===== src/rtl/serial_fifo_ctrl_pkg.sv =====
// Shared definitions for serial_fifo_ctrl: register offsets, bit positions, TX FSM states.
package serial_fifo_ctrl_pkg;

   localparam logic [1:0] REG_DATA   = 2'd0;
   localparam logic [1:0] REG_STATUS = 2'd1;
   localparam logic [1:0] REG_CTRL   = 2'd2;
   localparam logic [1:0] REG_LEVEL  = 2'd3;

   localparam int unsigned STAT_TX_NFULL  = 0;
   localparam int unsigned STAT_RX_NEMPTY = 1;
   localparam int unsigned STAT_RX_OVR    = 2;
   localparam int unsigned STAT_TX_OVF    = 3;

   localparam int unsigned CTRL_RX_IE    = 0;
   localparam int unsigned CTRL_TX_IE    = 1;
   localparam int unsigned CTRL_LOOPBACK = 2;
   localparam int unsigned CTRL_THR_LSB  = 8;
   localparam int unsigned THR_W         = 8;

   typedef enum logic [1:0] {
      TX_IDLE  = 2'd0,
      TX_START = 2'd1,
      TX_GUARD = 2'd2
   } tx_state_t;

   typedef struct packed {
      logic [THR_W-1:0] rx_thresh;
      logic             tx_ie;
      logic             rx_ie;
   } ctrl_t;

   // A programmed threshold of zero behaves as one.
   function automatic logic [THR_W-1:0] eff_thresh(input logic [THR_W-1:0] t);
      return (t == '0) ? THR_W'(1) : t;
   endfunction

endpackage


===== src/rtl/sync_fifo.sv =====
// Synchronous FIFO with extra-MSB pointers; full/empty from the MSB compare.
module sync_fifo #(
   parameter  int unsigned DEPTH = 16,
   parameter  int unsigned WIDTH = 8,
   localparam int unsigned AW    = $clog2(DEPTH),
   localparam int unsigned PW    = AW + 1
) (
   input  logic             clk,
   input  logic             rst,
   input  logic             push,
   input  logic             pop,
   input  logic [WIDTH-1:0] wdata,
   output logic             full,
   output logic             empty,
   output logic [PW-1:0]    count,
   output logic [WIDTH-1:0] head
);

   logic [PW-1:0]    wr_ptr;
   logic [PW-1:0]    rd_ptr;
   logic [WIDTH-1:0] mem [DEPTH];
   logic             do_push;
   logic             do_pop;

   // A pop in the same cycle frees the slot a push on a full FIFO needs.
   assign do_pop  = pop & ~empty;
   assign do_push = push & (~full | do_pop);

   always_ff @(posedge clk or negedge rst) begin
      if (!rst) begin
         wr_ptr <= '0;
         rd_ptr <= '0;
      end else begin
         if (do_push) wr_ptr <= wr_ptr + PW'(1);
         if (do_pop)  rd_ptr <= rd_ptr + PW'(1);
      end
   end

   always_ff @(posedge clk) begin
      if (do_push) mem[wr_ptr[AW-1:0]] <= wdata;
   end

   assign empty = (wr_ptr == rd_ptr);
   assign full  = (wr_ptr[AW] != rd_ptr[AW]) && (wr_ptr[AW-1:0] == rd_ptr[AW-1:0]);
   assign count = wr_ptr - rd_ptr;
   assign head  = mem[rd_ptr[AW-1:0]];

endmodule


===== src/rtl/serial_fifo_ctrl.sv =====
// Buffered UART register block: RX/TX FIFOs, CTRL/LEVEL registers, threshold IRQ, TX start FSM.
// Optional build macro SERIAL_FIFO_LOOPBACK_EN adds CTRL bit2 internal TX->RX loopback.
module serial_fifo_ctrl
   import serial_fifo_ctrl_pkg::*;
#(
   parameter int unsigned FIFO_DEPTH    = 16,
   parameter int unsigned CHAR_WIDTH    = 8,
   parameter int unsigned RX_THRESH_RST = 1
) (
   input  logic                  clk,
   input  logic                  rst,
   input  logic                  enable_i,
   input  logic                  readEnable_i,
   input  logic [1:0]            addr_i,
   input  logic [31:0]           dataSave_i,
   output logic [31:0]           dataLoad_o,
   output logic                  int_o,
   input  logic                  rxdReady_i,
   input  logic [CHAR_WIDTH-1:0] rxdData_i,
   input  logic                  txdBusy_i,
   output logic                  txdStart_o,
   output logic [CHAR_WIDTH-1:0] txdData_o
);

   localparam int unsigned PW = $clog2(FIFO_DEPTH) + 1;

   tx_state_t             state_q, state_d;
   ctrl_t                 ctrl_q;
   logic                  rx_ovr_q, tx_ovf_q;
   logic                  tx_pop_c, start_d;
   logic                  rx_push, rx_pop, rx_full, rx_empty;
   logic                  tx_push, tx_full, tx_empty;
   logic                  status_rd, ctrl_wr, rx_ovr_set, tx_ovf_set, int_d;
   logic [PW-1:0]         rx_count, tx_count;
   logic [CHAR_WIDTH-1:0] rx_wdata, rx_head, tx_head;
   logic                  unused_ok;

`ifdef SERIAL_FIFO_LOOPBACK_EN
   logic loopback_q;
   assign rx_push  = loopback_q ? tx_pop_c  : rxdReady_i;
   assign rx_wdata = loopback_q ? txdData_o : rxdData_i;
   assign start_d  = (state_d == TX_START) & ~loopback_q;
`else
   assign rx_push  = rxdReady_i;
   assign rx_wdata = rxdData_i;
   assign start_d  = (state_d == TX_START);
`endif

   // Bus decode
   assign rx_pop     = enable_i & readEnable_i & (addr_i == REG_DATA) & ~rx_empty;
   assign status_rd  = enable_i & readEnable_i & (addr_i == REG_STATUS);
   assign tx_push    = enable_i & ~readEnable_i & (addr_i == REG_DATA);
   assign ctrl_wr    = enable_i & ~readEnable_i & (addr_i == REG_CTRL);
   assign rx_ovr_set = rx_push & rx_full & ~rx_pop;
   assign tx_ovf_set = tx_push & tx_full & ~tx_pop_c;
   assign unused_ok  = ^dataSave_i;

   sync_fifo #(.DEPTH(FIFO_DEPTH), .WIDTH(CHAR_WIDTH)) u_rx_fifo (
      .clk(clk), .rst(rst), .push(rx_push), .pop(rx_pop), .wdata(rx_wdata),
      .full(rx_full), .empty(rx_empty), .count(rx_count), .head(rx_head)
   );

   sync_fifo #(.DEPTH(FIFO_DEPTH), .WIDTH(CHAR_WIDTH)) u_tx_fifo (
      .clk(clk), .rst(rst), .push(tx_push), .pop(tx_pop_c), .wdata(dataSave_i[CHAR_WIDTH-1:0]),
      .full(tx_full), .empty(tx_empty), .count(tx_count), .head(tx_head)
   );

   // TX start FSM next state; the pop happens while in START
   always_comb begin
      state_d  = state_q;
      tx_pop_c = 1'b0;
      case (state_q)
         TX_IDLE:  if (!tx_empty && !txdBusy_i) state_d = TX_START;
         TX_START: begin
            tx_pop_c = 1'b1;
            state_d  = TX_GUARD;
         end
         TX_GUARD: state_d = TX_IDLE;
         default:  state_d = TX_IDLE;
      endcase
   end

   assign int_d = (ctrl_q.rx_ie & (16'(rx_count) >= 16'(eff_thresh(ctrl_q.rx_thresh))))
                | (ctrl_q.tx_ie & tx_empty & (state_q == TX_IDLE) & ~txdBusy_i);

   always_ff @(posedge clk or negedge rst) begin
      if (!rst) begin
         state_q    <= TX_IDLE;
         txdStart_o <= 1'b0;
         txdData_o  <= '0;
         int_o      <= 1'b0;
         ctrl_q     <= ctrl_t'{rx_thresh: THR_W'(RX_THRESH_RST), tx_ie: 1'b0, rx_ie: 1'b0};
         rx_ovr_q   <= 1'b0;
         tx_ovf_q   <= 1'b0;
`ifdef SERIAL_FIFO_LOOPBACK_EN
         loopback_q <= 1'b0;
`endif
      end else begin
         state_q    <= state_d;
         txdStart_o <= start_d;
         if (state_d == TX_START) txdData_o <= tx_head;
         int_o      <= int_d;
         rx_ovr_q   <= (rx_ovr_q & ~status_rd) | rx_ovr_set;
         tx_ovf_q   <= (tx_ovf_q & ~status_rd) | tx_ovf_set;
         if (ctrl_wr) begin
            ctrl_q.rx_ie     <= dataSave_i[CTRL_RX_IE];
            ctrl_q.tx_ie     <= dataSave_i[CTRL_TX_IE];
            ctrl_q.rx_thresh <= dataSave_i[CTRL_THR_LSB +: THR_W];
`ifdef SERIAL_FIFO_LOOPBACK_EN
            loopback_q       <= dataSave_i[CTRL_LOOPBACK];
`endif
         end
      end
   end

   // Read mux
   always_comb begin
      dataLoad_o = '0;
      case (addr_i)
         REG_DATA:   if (!rx_empty) dataLoad_o = 32'(rx_head);
         REG_STATUS: begin
            dataLoad_o[STAT_TX_NFULL]  = ~tx_full;
            dataLoad_o[STAT_RX_NEMPTY] = ~rx_empty;
            dataLoad_o[STAT_RX_OVR]    = rx_ovr_q;
            dataLoad_o[STAT_TX_OVF]    = tx_ovf_q;
         end
         REG_CTRL: begin
            dataLoad_o[CTRL_RX_IE] = ctrl_q.rx_ie;
            dataLoad_o[CTRL_TX_IE] = ctrl_q.tx_ie;
            dataLoad_o[CTRL_THR_LSB +: THR_W] = ctrl_q.rx_thresh;
`ifdef SERIAL_FIFO_LOOPBACK_EN
            dataLoad_o[CTRL_LOOPBACK] = loopback_q;
`endif
         end
         default: dataLoad_o = {16'(tx_count), 16'(rx_count)};
      endcase
   end

endmodule


===== config.mk =====
export PLATFORM = sky130hd
export DESIGN_NAME = serial_fifo_ctrl
export DESIGN_NICKNAME = d
export VERILOG_FILES = /design/src/rtl/serial_fifo_ctrl_pkg.sv /design/src/rtl/sync_fifo.sv /design/src/rtl/serial_fifo_ctrl.sv
export SDC_FILE = /design/constraint.sdc
export NUM_CORES = 1
export LEC_CHECK = 0
export CELL_PAD_IN_SITES_DETAIL_PLACEMENT = 2
export CELL_PAD_IN_SITES_GLOBAL_PLACEMENT = 2
export CORE_UTILIZATION = 40
export DETAILED_ROUTE_END_ITERATION = 16
export MAX_ROUTING_LAYER = met4
export PLACE_DENSITY_LB_ADDON = 0.3
export SLEW_MARGIN = 15
export SYNTH_ARGS = -nofsm -noshare
export SYNTH_HDL_FRONTEND = slang
export SYNTH_HIERARCHICAL = 1
export SYNTH_SLANG_ARGS = --single-unit

===== constraint.sdc =====
create_clock -name clk -period 3.7 [get_ports clk]
set_input_delay 0.74 -clock clk [delete_from_list [all_inputs] [get_ports clk]]
set_output_delay 0.74 -clock clk [all_outputs]
set_load 0.005 [all_outputs]

# Word-level counts from Yosys, hierarchy flattened
# Memory sizes are Yosys's and may differ from the RTL's. A register that Yosys moved wholly into a read port is not among the register bits.
# Cells that the tools add are included.
# totals
ff_bits	36
ram_bits	256
input_bits	48
out_inout_bits	42
elab_cells	90
mem_count	2
# memory_table
memory	depth	word_bits	rd	rd_ports_with_merged_regs	write_ports	line_no	rtl
u_rx_fifo.mem	16	8	1	0	1	sync_fifo.sv:21	logic [WIDTH-1:0] mem [DEPTH];
u_tx_fifo.mem	16	8	1	1	1	sync_fifo.sv:21	
# op_classes
n_addsub	6
magnitude_cmp	1
n_eq_ne	10
muxes	14
bitwise	35
reduce_logical	10
# ops
cell	count
16-bit case mux with 2 select lines	1
1-bit bitwise AND	21
5-bit by 1-bit adder with 5-bit output, second input constant	4
8-bit 2-to-1 mux	2
8-bit case mux with 2 select lines	1
2-bit case mux with 3 select lines	2
5-bit equality test	2
5-bit subtractor	2
1-bit inverter	9
4-bit equality test	2
5-bit by 8-bit greater-or-equal comparator with 1-bit output	1
8-bit zero test	1
4-bit case mux with 2 select lines	1
2-bit by 1-bit equality test with 1-bit output, second input constant	3
1-bit 2-to-1 mux	5
1-bit OR	5
2-bit zero test	2
2-bit case mux with 2 select lines	1
1-bit logical AND	3
1-bit zero test	3
2-bit equality test, second input constant	1
2-bit 2-to-1 mux	1
1-bit != test	2
2-bit OR reduction	1

# Depth between registers and ports, before layout
# logic_depth
ltp_word	8
depth_mapped	12
mapped_depth_nobuf	11

# Modules after synthesis
# The synthesis kept the hierarchy.
# by_module_without_submodules
mod	n_inst	cells_each	area_each_um2	seq_area_each_um2
sync_fifo	2	298	5667.9	4093.9
serial_fifo_ctrl	1	132	1418.9	601.8

# Worst setup path after synthesis
# Ideal clock, no wire load.
# synth_timing
path_kind	reg-to-reg
startpoint	register u_rx_fifo.rd_ptr[1]
endpoint	memory u_rx_fifo.mem[0][0] (enable)
setup_time_ns	0.383
t_arrival_ns	3.047
required_ns	3.317
setup_slack_ns	0.269
path_stages_with_launch	13
n_path_buf	3
synth_period_minus_slack_ns	3.431
path_cell_list	dfrtp_1 buf_4 clkbuf_1 inv_1 ha_1 and4_1 and2_1 nor3_1 and3_1 o31a_1 buf_4 nand2_1 nor3_1
# synth_via
elab_chain_len	8
elab_cells_between_ends	11
cone_classes	eq/ne (2); mux (2); bitwise (6); reduce/logical (1)
# synth_rtl
element	line_no	rtl
start, declared	sync_fifo.sv:20	logic [PW-1:0] rd_ptr;
start signal, assigned	sync_fifo.sv:35	if (do_pop) rd_ptr <= rd_ptr + PW'(1);
5-bit equality test	sync_fifo.sv:43	assign empty = (wr_ptr == rd_ptr);
named net rx_empty	serial_fifo_ctrl.sv:31	logic rx_push, rx_pop, rx_full, rx_empty;
1-bit inverter	serial_fifo_ctrl.sv:50	assign rx_pop = enable_i & readEnable_i & (addr_i == REG_DATA) & ~rx_empty;
1-bit bitwise AND	serial_fifo_ctrl.sv:50	
named net rx_pop	serial_fifo_ctrl.sv:31	
1-bit bitwise AND	sync_fifo.sv:26	assign do_pop = pop & ~empty;
1-bit OR	sync_fifo.sv:27	assign do_push = push & (~full | do_pop);
1-bit bitwise AND	sync_fifo.sv:27	
1-bit 2-to-1 mux	sync_fifo.sv:40	if (do_push) mem[wr_ptr[AW-1:0]] <= wdata;
1-bit 2-to-1 mux (not written as such)	sync_fifo.sv:40	
end, declared	sync_fifo.sv:21	
# The timed path passes the listed nets, and every way through them passes these cells.

# Final worst setup path
# layout_timing
startpoint	register u_rx_fifo.wr_ptr[2]
endpoint	output dataLoad_o[5]
# layout_via
elab_chain_len	3
# layout_rtl
element	line_no	rtl
start, declared	sync_fifo.sv:19	logic [PW-1:0] wr_ptr;
start signal, assigned	sync_fifo.sv:34	if (do_push) wr_ptr <= wr_ptr + PW'(1);
5-bit equality test	sync_fifo.sv:43	
named net rx_empty	serial_fifo_ctrl.sv:31	
8-bit 2-to-1 mux	serial_fifo_ctrl.sv:120	REG_DATA: if (!rx_empty) dataLoad_o = 32'(rx_head);
4-bit case mux with 2 select lines	serial_fifo_ctrl.sv:119	case (addr_i)
end, declared	serial_fifo_ctrl.sv:16	output logic [31:0] dataLoad_o,
# The timed path passes the listed nets, and every way through them passes these cells.

==> impl_metrics.ini <==
[detailed_routing]
initial_drc_count = 511
wire_per_inst_um = 26.01
remaining_drc_errors = 0
dr_total_vias = 7050
drt_wl_total_um = 33030
dr_pass1_iterations = 4
post_drt_via_cell_ratio = 5.551
drt.antenna.violating_nets = 0

[critical_path]
crit_fanout = 9
r2r_start = u_rx_fifo/wr_ptr[2]
slowest_stage = clkdlybuf4s50_1
timing.critical_path.depth = 7
r2r_cells = 9
crit_path_start = u_rx_fifo/wr_ptr[2]
crit_type = flip-flop to output pin
endpoint_kind = output pin
critical_path.n_buffers_inverters = 2
cpLargestDelayFamily = simple AND/OR/NAND/NOR gates
worstPathCellList = ha_2 > and4_1 > and2_2 > nor3_4 > buf_6 > and2_1 > clkdlybuf4s50_1
critical_path_required_ns = 2.96
max_stage_delay_ns = 0.51
crit_path_start_kind = flip-flop
critical_path_arrival_ns = 2.90

[clocking]
clock_sink_count = 300
cts_max_path_buffers = 3
worst_setup_hold_path_clk_slew_ns = 0.06
cts_root_buf = clkbuf_16
cts_tree = yes
cts-buffers-inserted = 31
worstSkewPairLatency_ns = 0.56
cts_htree_levels = 1

[pwr]
leakage_power_nw = 5.396
intPower_mw = 7.645
powerDensity_nw_per_um2 = 748.5
power.net_switching_mw = 3.727
clock_power_share_pct = 25.5
ir_worst_vdd_uv = 395.8
power_frac_seq_pct = 38.1
power.share.combinational_pct = 36.4
power.switching_fraction_pct = 32.77

[layout]
multiInputGateArea_um2 = 3719
antenna_cells = 0
layout-area-overhead-vs-synth_pct = 19.12
seqCellArea_um2 = 8800
fin_area_um2 = 15190
fin_nets = 919
finalCoreUtilization_pct = 48.27
drive_gt1_share_pct = 23.85
nFillCells = 2815

[timing]
setup_total_negative_slack_ns = 0
slew_violations = 0
final_hold_slack_ns = 0.2110
final_hold_viol_count = 0
timing.slew.headroom_pct = 46.32
maxClockFrequency_mhz = 274.8
finalClockSkew_ns = 0.01852
layout_worst_path_cycle_share_pct = 98.36
setup_viol = 0
worst-slew-pin-transition_ns = 0.7992
setup_ws_ns = 0.06076
time_the_worst_path_needs_with_i_o_delays_and_setup_ns = 3.639

[grt]
grt_max_degree = 45
grt_pass1_wl_um = 49330
initial_antenna_violation_count = 0
first_global_vias = 7791
overflow = 0
global_route.usage.total_pct = 20.88

[die]
die_outline_area_um2 = 32610
die_width_um = 180.6
die_h_um = 180.6
fp.coreArea_um2 = 31470
top_level_ports = 90
placementRows = 65
initial_utilization_pct = 40.52

[synthesis]
postSynth.asyncResetShare_pct = 14.67
synth_largest_area_cell = edfxtp_1
ys_seq_area_share_pct = 68.91
synth-warning-count = 6
netlist_area_um2 = 12750
netlist_instances = 728
netlist-cell-type-count = 57
synth_flop_cell = edfxtp_1
synth.top_cells.by_count = edfxtp_1, mux2i_1, dfrtp_1
synth_enable_flop_cells = 256
post-synth-top-area-fraction_pct = 60.27
most_numerous_cell_in_the_yosys_netlist = edfxtp_1
synth.top_cells.by_area = edfxtp_1, dfrtp_1, mux4_2, mux2i_1, mux4_1
syn-mean-instance-area_um2 = 17.52
count_of_state_elements_after_synthesis = 300

[placement]
dpl-instance-area_um2 = 13890
routabilityCongestion = 0.8080
dp_hpwl_um = 21820
pre_cts_slack_ns = 0.2755
port_buffers = 62

[run_status]
result_of_the_run = finished, final reports clean

[min_path]
hold_path.class = input port to asynchronous set/reset pin

[run]
max_cap_violations = 0
## flip-flops by register name, summed over array words and instances, names as in the netlist
register,cells
u_rx_fifo/rd_ptr,5
rx_ovr_q,1
tx_ovf_q,1
u_tx_fifo/wr_ptr,5
int_o,1
u_rx_fifo/wr_ptr,5
u_tx_fifo/rd_ptr,5
u_rx_fifo/mem,128
u_tx_fifo/mem,128
txdStart_o,1
ctrl_q,10
state_q,2
txdData_o,8
## final timing paths
| check | endpoint | slack [ns] |
|---|---|---|
| max | dataLoad_o[5] | 0.06 |
| min | txdData_o[7] | 0.21 |
| max reg2reg | u_rx_fifo/mem[2][5] | 0.51 |
| min reg2reg | u_tx_fifo/wr_ptr[4] | 0.50 |
| max in group asynchronous | u_rx_fifo/rd_ptr[1] | 3.01 |
| min in group clk | u_tx_fifo/wr_ptr[4] | 0.50 |
## layer usage
layer  track usage (%)  share of wire [%]  routed length (um)
met1             27.39                 45               14710
met2             34.84                 50               16450
met3             2.668                3.9                1300
met4             4.581                1.7                 577
met5                 -                  0                   0
## cell usage in the layout (no fill, tap or decap), drive strengths merged, types with 7 or more instances in the layout
cell type and count:
clkdlybuf4s50 57, a32oi 16, dfrtp 43, o21ai 26
buf 57, clkbuf 39, nor2 31, mux2i 49
nor3 11, inv 20, ha 23, nand4 8
mux2 15, nand2 25, clkinv 17, a21oi 7
and3 7, mux4 48, edfxtp 256, xnor2 20
a22oi 16, conb 11, and2 15
## repair_timing
action,in CTS,in global routing
hold buffers,0,0
gates cloned,1,2
setup buffers,6,10
pin swaps,1,4
setup endpoints to repair,9,8
resized for setup,29,26
## cells by family (layout without fill, tap and decap cells)
group	count (synthesis)	count (layout)	share of synthesized area, %
xor gates and xnor gates	24	24	1.648
DFF	300	300	68.91
AOI/OAI and AO/OA	84	84	4.552
muxes	112	112	14.12
and+or+nand+nor	115	115	4.826
other	1	11	0.02940
buffers and inverters	67	197	3.345
adders and majority gates	25	25	2.570
## stage by stage
stage,power (mW),std cells
floorplan,6.794,738
global placement,7.783,1196
detailed placement,8.044,1196
CTS,11.19,1258
global route,11.89,1270
finish,11.37,1270
## power groups by stage
stage	Sequential, mW	Clock (mW)	Combinational, mW
2_1_floorplan	4.24	0	2.55
3_3_place_gp	4.32	0	3.46
3_5_place_dp	4.37	0	3.68
4_1_cts	4.32	2.97	3.90
5_1_grt	4.37	3.08	4.43
6_report	4.33	2.90	4.14
## cell type report
class                      instances  share of cell area (%)
tap                              402                   3.311
multi-input combinational        371                   24.48
timing repair buffer             120                   7.527
clock inverter                    18                  0.8812
inverter                          22                  0.6341
clock buffer                      37                   5.254
sequential                       300                   57.92
Power figures use the tool's default switching activity.
